## config.mk

```make
export PLATFORM = sky130hd
export DESIGN_NAME = jpeg_byte_stuffer
export DESIGN_NICKNAME = d
export VERILOG_FILES = /design/src/rtl/jpeg_byte_stuffer_pkg.sv /design/src/rtl/jpeg_byte_stuffer_word_fifo.sv /design/src/rtl/jpeg_byte_stuffer.sv
export SDC_FILE = /design/constraint.sdc
export NUM_CORES = 1
export LEC_CHECK = 0
export BUFFER_PORTS_ARGS = -buffer_cell sky130_fd_sc_hd__buf_2
export CORE_AREA = 2 2 281 311
export DETAILED_ROUTE_END_ITERATION = 12
export DIE_AREA = 0 0 283 313
export PLACE_DENSITY = 0.5
export REMOVE_ABC_BUFFERS = 1
export SLEW_MARGIN = 20
export SYNTH_ARGS = -nofsm -noshare
export SYNTH_HDL_FRONTEND = slang
export SYNTH_SLANG_ARGS = --single-unit
export TNS_END_PERCENT = 20
```

## constraint.sdc

```tcl
create_clock -name clk -period 5.6 [get_ports clk]
set_clock_uncertainty 0.15 [all_clocks]
set_input_delay 1.12 -clock clk [delete_from_list [all_inputs] [get_ports clk]]
set_output_delay 1.12 -clock clk [all_outputs]
set_load 0.02 [all_outputs]
```

## src/rtl/jpeg_byte_stuffer_pkg.sv

```systemverilog
// Shared types and constants for the JPEG byte stuffer: FSM states,
// marker/stuff byte values, FIFO entry layout and a byte-lane selector.
package jpeg_byte_stuffer_pkg;

    typedef enum logic [2:0] {
        ST_LOAD   = 3'd0,
        ST_EMIT   = 3'd1,
        ST_STUFF  = 3'd2,
        ST_EOI_FF = 3'd3,
        ST_EOI_D9 = 3'd4,
        ST_DONE   = 3'd5
    } state_t;

    localparam logic [7:0] EOI_HI = 8'hFF;
    localparam logic [7:0] EOI_LO = 8'hD9;
    localparam logic [7:0] STUFF  = 8'h00;

    // Entry layout: {last, bytes[2:0], data[31:0]}
    localparam int ENTRY_W = 36;

    // Pick byte lane idx of a word; lane 0 is first in stream order.
    function automatic logic [7:0] byte_sel(input logic [31:0] word, input logic [1:0] idx);
        logic [7:0] b;
        case (idx)
            2'd0:    b = word[7:0];
            2'd1:    b = word[15:8];
            2'd2:    b = word[23:16];
            default: b = word[31:24];
        endcase
        return b;
    endfunction

endpackage

```

## src/rtl/jpeg_byte_stuffer_word_fifo.sv

```systemverilog
// Synchronous first-word-fall-through FIFO. A write on a full FIFO is
// accepted when a read happens in the same cycle.
module word_fifo #(
    parameter int WIDTH = 36,
    parameter int DEPTH = 16
) (
    input  logic             clk,
    input  logic             rst,
    input  logic             i_wr,
    input  logic [WIDTH-1:0] i_wdata,
    input  logic             i_rd,
    output logic [WIDTH-1:0] o_rdata,
    output logic             o_full,
    output logic             o_empty
);
    localparam int AW = $clog2(DEPTH);

    logic [WIDTH-1:0] r_mem [DEPTH];
    logic [AW:0]      r_wptr;
    logic [AW:0]      r_rptr;
    logic             w_do_wr;
    logic             w_do_rd;

    assign o_empty = (r_wptr == r_rptr);
    assign o_full  = (r_wptr[AW] != r_rptr[AW]) && (r_wptr[AW-1:0] == r_rptr[AW-1:0]);
    assign w_do_rd = i_rd && !o_empty;
    assign w_do_wr = i_wr && (!o_full || w_do_rd);
    assign o_rdata = r_mem[r_rptr[AW-1:0]];

    // Pointer bookkeeping; the extra MSB distinguishes full from empty.
    always_ff @(posedge clk) begin
        if (rst) begin
            r_wptr <= '0;
            r_rptr <= '0;
        end else begin
            if (w_do_wr) r_wptr <= r_wptr + {{AW{1'b0}}, 1'b1};
            if (w_do_rd) r_rptr <= r_rptr + {{AW{1'b0}}, 1'b1};
        end
    end

    // Storage array, written only on an accepted write.
    always_ff @(posedge clk) begin
        if (w_do_wr) r_mem[r_wptr[AW-1:0]] <= i_wdata;
    end

endmodule

```

## src/rtl/jpeg_byte_stuffer.sv

```systemverilog
// JPEG entropy-stream byte stuffer: buffers packed words, serializes them
// byte by byte, inserts 8'h00 after each 8'hFF and appends the EOI marker.
// Handshake: a byte moves on a rising edge where ovalid and oready are both
// high; once ovalid is raised, ovalid/odata hold until that transfer.
module jpeg_byte_stuffer
    import jpeg_byte_stuffer_pkg::*;
#(
    parameter int DEPTH = 16
) (
    input  logic        clk,
    input  logic        rst,
    input  logic        ivalid,
    input  logic [31:0] idata,
    input  logic [2:0]  ibytes,
    input  logic        iflush,
    output logic        ovalid,
    output logic [7:0]  odata,
    input  logic        oready,
    output logic        odone,
    output logic        overflow,
    output logic [2:0]  dbg_state
);
    // Input side
    logic               w_bytes_ok;
    logic               w_word_in;
    logic               w_enq;
    logic [ENTRY_W-1:0] w_entry;
    logic [ENTRY_W-1:0] w_head;
    logic               w_full;
    logic               w_empty;
    logic               w_head_last;
    logic [2:0]         w_head_bytes;
    logic [31:0]        w_head_data;

    // Serializer
    state_t      r_state;
    logic [31:0] r_word;
    logic [2:0]  r_bytes;
    logic        r_last;
    logic [2:0]  r_idx;
    logic        r_d9_sent;
    logic        r_ovalid;
    logic [7:0]  r_odata;
    logic        r_odone;
    logic        r_overflow;

    logic        w_free;
    logic [7:0]  w_cur_byte;
    logic [2:0]  w_idx_nx;
    logic        w_word_end;
    logic        w_load;
    state_t      w_load_state;
    state_t      w_after_word;

    assign w_bytes_ok = (ibytes != 3'd0) && (ibytes <= 3'd4);
    assign w_word_in  = ivalid && w_bytes_ok;
    assign w_enq      = w_word_in || iflush;
    assign w_entry    = w_word_in ? {iflush, ibytes, idata} : {1'b1, 3'd0, 32'd0};

    assign w_head_last  = w_head[35];
    assign w_head_bytes = w_head[34:32];
    assign w_head_data  = w_head[31:0];

    word_fifo #(
        .WIDTH (ENTRY_W),
        .DEPTH (DEPTH)
    ) u_fifo (
        .clk     (clk),
        .rst     (rst),
        .i_wr    (w_enq),
        .i_wdata (w_entry),
        .i_rd    (w_load),
        .o_rdata (w_head),
        .o_full  (w_full),
        .o_empty (w_empty)
    );

    // Decide whether the current word finishes this cycle and whether the
    // next FIFO head is pulled in, so consecutive words leave without a gap.
    always_comb begin
        w_free     = !r_ovalid || oready;
        w_cur_byte = byte_sel(r_word, r_idx[1:0]);
        w_idx_nx   = r_idx + 3'd1;
        w_word_end = 1'b0;
        if (w_free) begin
            if (r_state == ST_EMIT && w_cur_byte != EOI_HI && w_idx_nx == r_bytes) w_word_end = 1'b1;
            if (r_state == ST_STUFF && r_idx == r_bytes) w_word_end = 1'b1;
        end
        w_load       = !w_empty && ((r_state == ST_LOAD) || (w_word_end && !r_last));
        w_load_state = (w_head_bytes == 3'd0) ? ST_EOI_FF : ST_EMIT;
        if (r_last)      w_after_word = ST_EOI_FF;
        else if (w_load) w_after_word = w_load_state;
        else             w_after_word = ST_LOAD;
    end

    // Serializer FSM with registered byte output; the state names the next
    // byte to place into the output register.
    always_ff @(posedge clk) begin
        if (rst) begin
            r_state   <= ST_LOAD;
            r_word    <= '0;
            r_bytes   <= '0;
            r_last    <= 1'b0;
            r_idx     <= '0;
            r_d9_sent <= 1'b0;
            r_ovalid  <= 1'b0;
            r_odata   <= '0;
            r_odone   <= 1'b0;
        end else begin
            r_odone <= 1'b0;
            if (r_ovalid && oready) r_ovalid <= 1'b0;
            case (r_state)
                ST_LOAD: begin
                    if (w_load) r_state <= w_load_state;
                end
                ST_EMIT: begin
                    if (w_free) begin
                        r_ovalid <= 1'b1;
                        r_odata  <= w_cur_byte;
                        r_idx    <= w_idx_nx;
                        if (w_cur_byte == EOI_HI)    r_state <= ST_STUFF;
                        else if (w_idx_nx == r_bytes) r_state <= w_after_word;
                    end
                end
                ST_STUFF: begin
                    if (w_free) begin
                        r_ovalid <= 1'b1;
                        r_odata  <= STUFF;
                        r_state  <= (r_idx == r_bytes) ? w_after_word : ST_EMIT;
                    end
                end
                ST_EOI_FF: begin
                    if (w_free) begin
                        r_ovalid  <= 1'b1;
                        r_odata   <= EOI_HI;
                        r_d9_sent <= 1'b0;
                        r_state   <= ST_EOI_D9;
                    end
                end
                ST_EOI_D9: begin
                    if (!r_d9_sent) begin
                        if (w_free) begin
                            r_ovalid  <= 1'b1;
                            r_odata   <= EOI_LO;
                            r_d9_sent <= 1'b1;
                        end
                    end else if (oready) begin
                        r_odone <= 1'b1;
                        r_state <= ST_DONE;
                    end
                end
                ST_DONE: begin
                    r_state <= ST_LOAD;
                end
                default: r_state <= ST_LOAD;
            endcase
            if (w_load) begin
                r_word  <= w_head_data;
                r_bytes <= w_head_bytes;
                r_last  <= w_head_last;
                r_idx   <= 3'd0;
            end
        end
    end

    // Sticky drop flag: an enqueue on a full FIFO with no same-cycle dequeue.
    always_ff @(posedge clk) begin
        if (rst) r_overflow <= 1'b0;
        else if (w_enq && w_full && !w_load) r_overflow <= 1'b1;
    end

    assign ovalid    = r_ovalid;
    assign odata     = r_odata;
    assign odone     = r_odone;
    assign overflow  = r_overflow;
    assign dbg_state = r_state;

endmodule
```

==> qor.yml <==
finalSetupViolCount: 0
worst_pin_slew_ns: 1.05
max_stage_delay_ns: 0.69
reg2reg_slack_ns: 1.59
crit_path_end_kind: "register"
drv_cap: 0
cts-resized-gates: 0
nets: 1412
synth_top_family_by_area: "multiplexers"
cts_tree: "yes"
dp.cells: 2441
rsz0062_at_grt: "no"
fin_crit_ns: 4.01
portBuffers: 53
fin_cells: 2564
antenna_found_initial: 4
async_flop_share_pct: 0
yosysSeqAreaShare_pct: 73.2
worstSkewPairLatency_ns: 0.61
status: "finished, final reports clean"
vias: 12491
gp_congestion: 0.806
start_kind: "register"
path_class: "reg2reg"
synthesis.area_sq_um: 25500
die_w_microns: 283
wl_per_cell_microns: 24.5
numCtsBuffers: 70
p_per_area_nw_per_um2: 432
grt-ovfl-total: 0
finalHoldViolCount: 0
path_max_fanout: 41
synth-simple-area-share_pct: 4.20
synth_ff_type: "edfxtp_1"
power.static_leakage_nw: 9.21
cts_max_path_buffers: 3
diodes: 0
grt_pass1_wl_microns: 92500
avgSynthCellArea_sq_um: 19.8
synth_xor_area_share_pct: 0.540
area_growth_pct: 15.4
min_path_type: "reg2reg"
grt_max_degree: 98
synth_edf_count: 576
cp_cell_sequence: "inv_1 -> ha_1 -> a222oi_1 -> mux2i_1 -> nand4_1 -> o2111a_2 -> buf_4 -> o2111a_2 -> buf_4"
synth_compound_area_share_pct: 3.64
ys_types: 54
drive_above_1_share_pct: 28.0
placementRows: 113
finalWirelength_microns: 62700
peakVddDrop_mv: 0.202
power.total_w: 0.0127
clkTransAtPathRegs_ns: 0.06
ant_nets: 0
start_util_pct: 29.8
grt_pass1_vias: 13078
cts-root-buf: "clkbuf_16"
drv_slew: 0
yosysWarnings: 0
cp_data_required_time_ns: 5.72
cts.sink_count: 644
die_h_microns: 313
drt_iter0_drc: 1057
vias_per_cell: 4.87
hold_slack_ns: 0.317
core_area_sq_um: 85500
cts.hold.buffers_added: 0
setup_tns_ns: 0
hpwl_microns: 39300
finalCritPeriodShare_pct: 71.6
slew_headroom_pct: 30.3
detail_route.drc_violations: 0
max_clock_freq_ghz: 0.250
synthMuxAreaShare_pct: 16.3
die_area_sq_um: 88600
synthCells: 1286
dr.pass1.iters: 5
synth_seq_cells: 644
cpMaxStageDelayCell: "o2111a_2"
post_cts_buffers: 0
path_buf_inv: 3
path_delay_family: "compound AO/OA/AOI/OAI gates"
grtUsageTotal_pct: 14.3
ios: 54
synth_fa_ha_area_share_pct: 0.442
n_fill_cell: 8011
htreeDepth: 3
crit_arrival_ns: 4.13
-- through the flow --
step	setup WS (ns)	cell area [sq um]	util [%]
2_1_floorplan	-2.27	25100	-
3_3_place_gp	1.14	27200	31.8
3_5_place_dp	1.06	27200	31.8
4_1_cts	1.52	29400	34.4
5_1_grt	1.33	29400	34.4
6_report	1.59	29400	34.4
-- cells in the mapped netlist (9+ instances only) --
library cell  number  share of area [%]
a21oi_1           65                1.3
clkbuf_1          48               0.71
ha_1               9               0.44
nor2b_1           17               0.42
o211ai_1          42                1.2
and3_1            14               0.34
nor3_1            14               0.28
mux4_2           172                 15
nand3_1           49               0.96
buf_2             22               0.43
inv_1              9               0.13
dfxtp_1           68                5.3
edfxtp_1         576                 68
and2_1            37               0.91
nor2_1            28               0.41
nand2_1           11               0.16
-- layer usage --
layer | global-route usage, % | vias to the layer above | wire length [microns]
met5 | 0 | - | 40
met4 | 4.69 | 6 | 1540
met3 | 3.11 | 100 | 3150
met2 | 23.8 | 269 | 31100
met1 | 18.6 | 6646 | 26900
li1 | - | 5470 | -
-- logic make-up (layout without fill, tap and decap cells) --
kind of cell,count (synthesis),after routing
buf+inv,94,222
simple gates,194,194
fa+ha+maj,9,9
flops,644,644
mux,189,189
compound gates,142,142
xor+xnor,14,14
-- state kept, by name, summed over array words and instances, names as in the netlist, named ones only --
name           cells
dbg_state          3
odata              8
odone              1
ovalid             1
overflow           1
r_bytes            3
r_d9_sent          1
r_idx              3
r_last             1
r_word            32
u_fifo.r_mem     576
u_fifo.r_rptr      5
u_fifo.r_wptr      5
-- power breakdown --
group | internal [W] | switching, W | leakage, nW
clock | 0.00263 | 0.00184 | 1.08
sequential | 0.00550 | 0.000256 | 5.91
combinational | 0.00107 | 0.00142 | 2.22
-- worst paths after layout --
check                              endpoint  cells after the start                   start
max reg2reg  u_fifo.r_mem[15][23]$_DFFE_PP_                      9   r_idx[0]$_SDFFE_PP0P_
min                  r_word[7]$_SDFFE_PP0P_                      2  r_word[7]$_SDFFE_PP0P_
max          u_fifo.r_mem[15][23]$_DFFE_PP_                      9   r_idx[0]$_SDFFE_PP0P_
min reg2reg          r_word[7]$_SDFFE_PP0P_                      2  r_word[7]$_SDFFE_PP0P_
-- layout by cell type, fill, tap and decap left out, types with 3 or more instances in the layout --
cell,n
edfxtp_1,576
mux4_2,172
clkbuf_16,73
a21oi_1,65
dfxtp_1,64
buf_2,53
nand3_1,49
o211ai_1,42
and2_1,37
buf_4,32
nor2_1,28
nor2b_1,16
clkbuf_1,16
and3_2,14
nor3_1,13
clkinv_1,13
nand2_1,11
inv_1,9
ha_1,9
clkinv_2,9
xnor2_1,7
mux2_2,6
xor2_1,6
o21ai_0,6
a22oi_1,6
or2_2,6
mux4_1,6
mux2i_1,5
bufinv_16,5
buf_12,5
or3_1,4
a222oi_1,4
a311oi_1,3
nand4_1,3
dfxtp_4,3
-- cell type report --
| type | instances | area (sq um) | share of cell area, % |
|---|---|---|---|
| Sequential cell | 644 | 18700 | 63.5 |
| Multi-Input combinational cell | 548 | 6450 | 21.9 |
| Clock buffer | 91 | 1910 | 6.48 |
| Tap cell | 1150 | 1440 | 4.89 |
| Timing Repair Buffer | 90 | 606 | 2.06 |
| Clock inverter | 32 | 302 | 1.03 |
| Inverter | 9 | 33.8 | 0.115 |
-- tightest hold or removal path: stages (launching register included) --
cell,delay (ns)
dfxtp_1,0.31
nand3_1,0.06
a21oi_1,0.06
(Power assumes the default switching activity.)
